`src/rtl/sm3_sched_ctrl.sv`:
```
// SM3 message-schedule controller: accepts a padded 512-bit block, launches
// the expander, waits for its schedule, then streams W[j]/W'[j] for j=0..63
// to the compression core over a valid/ready handshake.
module sm3_sched_ctrl #(
   parameter logic [9:0] WDOG_MAX = 10'd1023
) (
   input  logic         i_clk,
   input  logic         i_rst,
   input  logic [511:0] i_blk_data,
   input  logic         i_blk_valid,
   output logic         o_blk_ready,
   output logic [511:0] o_pad_data,
   output logic         o_pad_valid,
   input  logic         i_extend_valid,
   output logic [7:0]   o_rd_addr0,
   output logic [7:0]   o_rd_addr1,
   input  logic [31:0]  i_rd_data0,
   input  logic [31:0]  i_rd_data1,
   output logic [31:0]  o_w,
   output logic [31:0]  o_wp,
   output logic [5:0]   o_round,
   output logic         o_round_last,
   output logic         o_w_valid,
   input  logic         i_cf_ready,
   output logic         o_blk_done,
   output logic         o_err
);

   typedef enum logic [2:0] {
      IDLE,
      LAUNCH,
      GUARD,
      WAIT_EXT,
      STREAM,
      DRAIN
   } state_t;

   state_t     state;
   state_t     state_nxt;
   logic [6:0] k;
   logic [9:0] wdog;
   logic [1:0] guard_cnt;
   logic       accept;
   logic       load;
   logic       wdog_hit;

   // State register.
   always_ff @(posedge i_clk or posedge i_rst) begin
      if (i_rst) begin
         state <= IDLE;
      end else begin
         state <= state_nxt;
      end
   end

   // Next-state decode plus the state-derived outputs and strobes.
   // The watchdog check takes priority over a late i_extend_valid so that
   // o_err fires exactly when the count reaches WDOG_MAX.
   always_comb begin
      state_nxt   = state;
      accept      = 1'b0;
      load        = 1'b0;
      wdog_hit    = 1'b0;
      o_blk_ready = 1'b0;
      o_pad_valid = 1'b0;
      o_rd_addr0  = '0;
      o_rd_addr1  = '0;
      case (state)
         IDLE: begin
            o_blk_ready = 1'b1;
            if (i_blk_valid) begin
               accept    = 1'b1;
               state_nxt = LAUNCH;
            end
         end
         LAUNCH: begin
            o_pad_valid = 1'b1;
            state_nxt   = GUARD;
         end
         GUARD: begin
            if (wdog == WDOG_MAX) begin
               wdog_hit  = 1'b1;
               state_nxt = IDLE;
            end else if (guard_cnt == 2'd3) begin
               state_nxt = WAIT_EXT;
            end
         end
         WAIT_EXT: begin
            if (wdog == WDOG_MAX) begin
               wdog_hit  = 1'b1;
               state_nxt = IDLE;
            end else if (i_extend_valid) begin
               state_nxt = STREAM;
            end
         end
         STREAM: begin
            o_rd_addr0 = {1'b0, k};
            o_rd_addr1 = 8'd68 + {1'b0, k};
            load       = (k <= 7'd63) && (!o_w_valid || i_cf_ready);
            if (load && (k == 7'd63)) begin
               state_nxt = DRAIN;
            end
         end
         DRAIN: begin
            if (i_cf_ready) begin
               state_nxt = IDLE;
            end
         end
         default: state_nxt = IDLE;
      endcase
      o_err = wdog_hit;
   end

   assign o_round_last = o_w_valid && (o_round == 6'd63);

   // Block capture, guard/watchdog counters, issue index and the round-word
   // output register with its stall handling.
   always_ff @(posedge i_clk or posedge i_rst) begin
      if (i_rst) begin
         o_pad_data <= '0;
         k          <= '0;
         wdog       <= '0;
         guard_cnt  <= '0;
         o_w        <= '0;
         o_wp       <= '0;
         o_round    <= '0;
         o_w_valid  <= 1'b0;
         o_blk_done <= 1'b0;
      end else begin
         o_blk_done <= 1'b0;
         case (state)
            IDLE: begin
               if (accept) begin
                  o_pad_data <= i_blk_data;
               end
            end
            LAUNCH: begin
               guard_cnt <= '0;
               wdog      <= '0;
            end
            GUARD: begin
               wdog      <= wdog + 10'd1;
               guard_cnt <= guard_cnt + 2'd1;
            end
            WAIT_EXT: begin
               wdog <= wdog + 10'd1;
               if (i_extend_valid) begin
                  k <= '0;
               end
            end
            STREAM: begin
               if (load) begin
                  o_w       <= i_rd_data0;
                  o_wp      <= i_rd_data1;
                  o_round   <= k[5:0];
                  o_w_valid <= 1'b1;
                  k         <= k + 7'd1;
               end else if (o_w_valid && i_cf_ready) begin
                  o_w_valid <= 1'b0;
               end
            end
            DRAIN: begin
               if (i_cf_ready) begin
                  o_w_valid  <= 1'b0;
                  o_blk_done <= 1'b1;
               end
            end
            default: ;
         endcase
      end
   end

endmodule

```
`config.mk`:
```
export PLATFORM = sky130hd
export DESIGN_NAME = sm3_sched_ctrl
export DESIGN_NICKNAME = d
export VERILOG_FILES = /design/src/rtl/sm3_sched_ctrl.sv
export SDC_FILE = /design/constraint.sdc
export NUM_CORES = 1
export LEC_CHECK = 0
export ABC_AREA = 1
export CORE_AREA = 2 2 456 458
export CTS_CLUSTER_SIZE = 40
export DETAILED_ROUTE_END_ITERATION = 7
export DIE_AREA = 0 0 458 460
export GPL_TIMING_DRIVEN = 0
export PLACE_DENSITY_LB_ADDON = 0.2
export SYNTH_ARGS = -nofsm -noshare
export SYNTH_HDL_FRONTEND = slang
export SYNTH_SLANG_ARGS = --single-unit
```
`constraint.sdc`:
```
create_clock -name i_clk -period 20.6 [get_ports i_clk]
set_input_delay 4.12 -clock i_clk [delete_from_list [all_inputs] [get_ports i_clk]]
set_output_delay 4.12 -clock i_clk [all_outputs]
set_load 0.005 [all_outputs]
```
==> results of run 1 <==
## synth_stat cells
master	n
o21ai_1	5
conb_1	1
mux2_2	32
inv_1	34
nand2_1	202
nor3_1	3
o21ai_0	24
mux2_4	480
nand4_1	4
nor2_1	32
inv_2	1
o22ai_1	1
xor2_1	2
clkinv_1	1
buf_2	23
o21a_1	1
buf_6	53
nor4_1	1
buf_4	3
nand3b_1	1
ha_1	4
nand2_2	1
nand3_1	83
a21oi_1	7
clkbuf_1	6
dfrtp_1	606
a22o_1	1
nor2_4	2
## worst min-delay path: stages, from the launching register on
cell     delay, ns
dfrtp_1       0.34
nand2_1       0.05
nand2_1       0.05
## kinds of logic after synthesis
family / Yosys count / synth area share (%)
simple gates: 329 / 5.446
mux: 512 / 29.94
xor+xnor: 2 / 0.06932
other cells: 1 / 0.01484
compound gates: 39 / 0.8020
flops: 606 / 60.00
buf+inv: 121 / 3.530
fa+ha+maj: 4 / 0.1980
## flip-flops by register name (all words and copies together) (netlist names)
name	cells
o_pad_data	512
o_w	32
o_wp	32
wdog	10
k	7
o_round	6
state	3
guard_cnt	2
o_blk_done	1
o_w_valid	1
## stage by stage
step           power [mW]  utilization [%]  std cells  worst slack (ns)
4_1_cts             7.047            21.27       5681             13.55
2_1_floorplan       3.429                -       1614             8.213
6_report            6.884            21.30       5708             13.71
3_5_place_dp        5.393            19.84       5520             13.96
3_3_place_gp        5.414            19.66       5501             2.010
5_1_grt             7.284            21.29       5696             13.49
## path summary, 6_finish.rpt
kind                                                    end                 start  cells after the start  slack, ns
worst min register to register          o_w[27]$_DFFE_PP0P_   o_w[27]$_DFFE_PP0P_                      2       0.47
worst min-delay path                    o_w[27]$_DFFE_PP0P_   o_w[27]$_DFFE_PP0P_                      2       0.47
worst max register to register  o_pad_data[446]$_DFFE_PP0P_  state[1]$_DFFE_PP0P_                      7      18.30
worst max-delay path                          o_rd_addr1[0]  state[1]$_DFFE_PP0P_                      6      13.71
max in group asynchronous       o_pad_data[457]$_DFFE_PP0P_                 i_rst                      8      14.78
min in group asynchronous       o_pad_data[507]$_DFFE_PP0P_                 i_rst                      2       3.86
## metal layers
layer | up-vias | routed length (um)
met5 | - | 370
met4 | 56 | 4517
met3 | 259 | 16400
met2 | 926 | 64220
met1 | 8972 | 56530
li1 | 8161 | -
## power by group
part / internal (mW) / switching (mW) / total (mW)
Combinational: 2.00 / 1.16 / 3.16
Sequential: 1.78 / 0.392 / 2.18
Clock: 0.914 / 0.638 / 1.55
## area by class of cell
class | count | area, sq um
clock inverter | 26 | 299.0
multi-input combinational | 887 | 9218
clock buffer | 135 | 2640
tap | 2704 | 3383
timing repair buffer | 1202 | 12220
sequential | 606 | 15160
inverter | 36 | 138.9
buffer | 85 | 757.0
antenna | 27 | 67.56
fill | 22090 | 162100
==> flow_metrics.py, run 1 <==
metrics = {
    "global_routing": {
        "globalRouteOverflowTotal": 0,
        "use_met2_pct": 20.23,
        "antenna_found_initial": 82,
        "use_met1_pct": 15.20,
        "use_met3_pct": 6.901,
        "grt_pass1_wl_mm": 187.6,
        "grt_pass1_vias": 19530,
        "grtUsageTotal_pct": 13.10,
        "grt_busiest_layer": "met2",
        "grt_max_degree": 38,
    },
    "clocking": {
        "cts_resized": 0,
        "cts-buffers-inserted": 88,
        "clock-sinks": 606,
        "root_buffer": "clkbuf_16",
        "clk_latency_ns": 0.72,
        "htreeDepth": 3,
        "cts_buffer_depth": 3,
        "clk_pin_slew_ns": 0.06,
        "cts_hold_buffers": 0,
        "cts_setup_buffers": 0,
        "cts_tree": "yes",
    },
    "placed_design": {
        "port_buffers": 1183,
        "placed_cell_area_sq_um": 40880,
        "hpwlAfterDp_mm": 116.6,
        "place.gp.congestion": 0.8337,
    },
    "setup_path": {
        "worst_ep_arrival_time_ns": 2.77,
        "start_kind": "flop",
        "crit_type": "flop to output port",
        "critPathSlowestCell": "clkdlybuf4s50_1",
        "cp_data_required_time_ns": 16.48,
        "critPathMaxFanout": 10,
        "crit_family": "buffers and inverters",
        "path_cells": "nor2_4 > nand2_1 > clkbuf_1 > nor2_1 > buf_4 > clkdlybuf4s50_1",
        "cp_num_buf_inv": 3,
        "slowest_delay_ns": 0.50,
        "end_kind": "output port",
    },
    "routing": {
        "finalWirelength_mm": 142.0,
        "routedWlPerCell_um": 24.88,
        "vias": 18370,
        "viasPerCell": 3.219,
        "drc_errors": 0,
        "final_antenna_net_count": 0,
        "initialDrtViolationCount": 867,
        "first_pass_iters": 5,
    },
    "timing": {
        "layout_min_cycle_time_ns": 6.891,
        "rsz0062_at_grt": "false",
        "whs_ns": 0.4690,
        "worst_slew_pin_slew_ns": 0.7060,
        "relSlewSlack_pct": 52.76,
        "setup_violations": 0,
        "fin_crit_sh_pct": 33.45,
        "finClkSkew_ns": 0.04066,
        "tns_ns": 0,
        "final_max_slew_viol_count": 0,
        "timing_hold_violations_final": 0,
        "max_freq_ghz": 0.1451,
    },
    "pwr": {
        "total_leakage_power_nw": 19.36,
        "power_density_nw_per_um2": 156.8,
        "ir_drop_mv": 0.07055,
    },
    "die": {
        "rows": 167,
        "dieArea_sq_um": 210700,
        "ios": 1185,
        "start_util_pct": 12.27,
        "die_w_um": 458,
        "die_y_um": 460,
        "coreArea_sq_um": 206000,
    },
    "yosys": {
        "ys_ff_latch": 606,
        "synth.area.top_cells": "dfrtp_1 (60%), mux2_4 (29%), nand2_1 (3.0%)",
        "synth_top_cell_by_area": "dfrtp_1",
        "yosysTopAreaCellShare_pct": 60.00,
        "syn_nets": 2199,
        "synth.cell_area_sq_um": 25270,
        "seq_area_frac_synth_pct": 60.00,
        "synth_cells": 1614,
        "yosysWarningCount": 0,
        "yosysUniqueCellTypes": 28,
        "synth.avg_cell_area_sq_um": 15.66,
    },
    "min_path": {
        "hold_path_class": "flop to flop",
    },
    "run_status": {
        "status": "completed",
    },
    "finish": {
        "drive_gt1_share_pct": 25.33,
        "area_growth_pct": 73.65,
        "layout_commonest_cell": "clkdlybuf4s50_1",
        "final_cell_mix": "clkdlybuf4s50_1 (1183), dfrtp_1 (606), mux2_4 (480), nand2_1 (202), clkbuf_16 (89)",
        "nNetsFinal": 3491,
        "final_cell_area_sq_um": 43890,
    },
    "run": {
        "max_cap_violations": 0,
    },
}
(Power assumes the default switching activity.)
==> run 2, diff against run 1 <==
--- a/config.mk
+++ b/config.mk
@@ -6,10 +6,10 @@
 export NUM_CORES = 1
 export LEC_CHECK = 0
 export ABC_AREA = 1
-export CORE_AREA = 2 2 456 458
+export CORE_AREA = 2 2 460 462
 export CTS_CLUSTER_SIZE = 40
 export DETAILED_ROUTE_END_ITERATION = 7
-export DIE_AREA = 0 0 458 460
+export DIE_AREA = 0 0 462 464
 export GPL_TIMING_DRIVEN = 0
 export PLACE_DENSITY_LB_ADDON = 0.2
 export SYNTH_ARGS = -nofsm -noshare
==> constraint.sdc (replaced) <==
create_clock -name i_clk -period 6.9 [get_ports i_clk]
set_input_delay 1.38 -clock i_clk [delete_from_list [all_inputs] [get_ports i_clk]]
set_output_delay 1.38 -clock i_clk [all_outputs]
set_load 0.005 [all_outputs]
==> flow_metrics.py, run 2 (synthesis gave the netlist of run 1 again) <==
metrics = {
    "placed_design": {
        "port_buffers": 1183,
        "placed_cell_area_sq_um": 41060,
        "preCtsSetupSlack_ns": 2.819,
        "place.gp.congestion": 0.8276,
        "hpwlAfterDp_mm": 120.6,
    },
    "setup_path": {
        "path_cells": "nor2_4 > nand2_1 > clkbuf_1 > nor2_1 > buf_4 > clkdlybuf4s50_1",
        "start_kind": "flop",
        "end_kind": "output port",
        "crit_family": "buffers and inverters",
        "slowest_delay_ns": 0.53,
        "cp_num_buf_inv": 3,
        "critPathSlowestCell": "nor2_1",
        "worst_ep_arrival_time_ns": 3.01,
        "critPathMaxFanout": 10,
        "cp_data_required_time_ns": 5.52,
        "crit_type": "flop to output port",
    },
    "finish": {
        "final_cell_mix": "clkdlybuf4s50_1 (1183), dfrtp_1 (606), mux2_4 (480), nand2_1 (202), clkbuf_16 (89)",
        "area_growth_pct": 73.85,
        "layout_commonest_cell": "clkdlybuf4s50_1",
        "regMostFlops": "o_pad_data",
        "top_regs": "o_pad_data (512), o_w (32), o_wp (32)",
        "nNetsFinal": 3492,
        "fillers": 22460,
        "drive_gt1_share_pct": 25.28,
        "final_cell_area_sq_um": 43940,
        "largest_reg_flops": 512,
    },
    "routing": {
        "initialDrtViolationCount": 760,
        "final_antenna_net_count": 0,
        "drc_errors": 0,
        "routedWlPerCell_um": 25.27,
        "first_pass_iters": 4,
        "vias": 18270,
        "finalWirelength_mm": 146.5,
        "viasPerCell": 3.152,
    },
    "global_routing": {
        "grt_max_degree": 37,
        "grt_pass1_vias": 19870,
        "grt_pass1_wl_mm": 192.1,
        "globalRouteOverflowTotal": 0,
        "antenna_found_initial": 79,
        "grtUsageTotal_pct": 13.30,
    },
    "clocking": {
        "cts_hold_buffers": 0,
        "cts_tree": "yes",
        "clk_latency_ns": 0.69,
        "cts_setup_buffers": 0,
        "clock-sinks": 606,
        "cts-buffers-inserted": 87,
        "clk_pin_slew_ns": 0.06,
        "root_buffer": "clkbuf_16",
        "cts_buffer_depth": 3,
        "htreeDepth": 3,
        "cts_resized": 0,
    },
    "pwr": {
        "power_density_nw_per_um2": 467.0,
        "total_leakage_power_nw": 19.33,
        "ir_drop_mv": 0.2134,
    },
    "timing": {
        "timing_hold_violations_final": 0,
        "max_freq_ghz": 0.2277,
        "final_max_slew_viol_count": 0,
        "layout_min_cycle_time_ns": 4.393,
        "fin_crit_sh_pct": 63.66,
        "tns_ns": 0,
        "postLayoutSetupSlackWorst_ns": 2.507,
        "worst_slew_pin_slew_ns": 0.8862,
        "rsz0062_at_grt": "false",
        "relSlewSlack_pct": 40.71,
        "finClkSkew_ns": 0.02625,
        "setup_violations": 0,
    },
    "min_path": {
        "hold_path_class": "flop to flop",
    },
    "run": {
        "max_cap_violations": 0,
    },
    "die": {
        "die_w_um": 462,
        "rows": 168,
        "ios": 1185,
        "coreArea_sq_um": 209200,
        "start_util_pct": 12.08,
        "die_y_um": 464,
        "dieArea_sq_um": 214400,
    },
    "run_status": {
        "status": "completed",
    },
}
run 2: area by class of cell:
cell class / instances / area [sq um] / share of cell area (%)
flip-flops and latches: 606 / 15160 / 34.51
repair buffers: 1204 / 12270 / 27.92
multi-input cells: 887 / 9218 / 20.98
well taps: 2805 / 3510 / 7.988
clock buffers: 127 / 2560 / 5.826
plain buffers: 85 / 757.0 / 1.723
clock inverters: 26 / 271.5 / 0.6179
inverters: 36 / 138.9 / 0.3161
diodes: 20 / 50.05 / 0.1139
run 2: worst paths after layout:
check                           slack (ns)                     endpoint                  from  cells past startpoint
worst max-delay path                  2.51                o_rd_addr1[1]  state[0]$_DFFE_PP0P_                      6
worst min-delay path                  0.47          o_w[17]$_DFFE_PP0P_   o_w[17]$_DFFE_PP0P_                      2
worst max register to register        4.25   o_pad_data[22]$_DFFE_PP0P_  state[0]$_DFFE_PP0P_                      7
worst min register to register        0.47          o_w[17]$_DFFE_PP0P_   o_w[17]$_DFFE_PP0P_                      2
max in group asynchronous             4.29  o_pad_data[163]$_DFFE_PP0P_                 i_rst                      6
min in group asynchronous             1.14  o_pad_data[218]$_DFFE_PP0P_                 i_rst                      2
run 2: power by group:
group          internal, mW  total [mW]  switching [mW]
combinational          5.97        9.51            3.54
sequential             5.32        6.45            1.12
clock                  2.68        4.56            1.88
total                  14.0        20.5            6.54
run 2: routing by layer:
layer / part of all wire [%] / GRT usage (%)
met5: 0.19 / 0
met1: 37 / 14.53
met2: 48 / 22.52
met3: 13 / 7.288
met4: 1.9 / 2.634
run 2: worst register-to-register path: cells and delay by family (launching register included):
kind	cells	cell delay [ns]
flops	1	0.45
simple gates	3	0.90
mux	1	0.34
buf+inv	3	0.82
run 2: per-stage QoR:
step | hold WS [ns] | power (mW) | util (%) | cells
6_report | 0.4692 | 20.52 | 21.01 | 5796
4_1_cts | 0.4723 | 21.04 | 20.98 | 5776
2_1_floorplan | 0.4646 | 10.24 | - | 1614
3_3_place_gp | 0.4552 | 16.26 | 19.43 | 5602
3_5_place_dp | 0.4596 | 16.18 | 19.63 | 5623
5_1_grt | 0.4839 | 21.71 | 20.99 | 5781
==> run 3, diff against run 2 <==
==> constraint.sdc (replaced) <==
create_clock -name i_clk -period 4.2 [get_ports i_clk]
set_input_delay 0.84 -clock i_clk [delete_from_list [all_inputs] [get_ports i_clk]]
set_output_delay 0.84 -clock i_clk [all_outputs]
set_load 0.005 [all_outputs]
==> results of run 3 <==
Same layout as run 2 (identical final DEF). Status: completed.
Main changes from that run: setup slack after placement 2.819 ns -> 0.6587 ns; setup slack after layout 2.507 ns -> 0.3473 ns; register-to-register setup slack 4.25 ns -> 1.55 ns; total power 20.52 mW -> 33.71 mW; worst IR drop on VDD 0.2134 mV -> 0.3505 mV
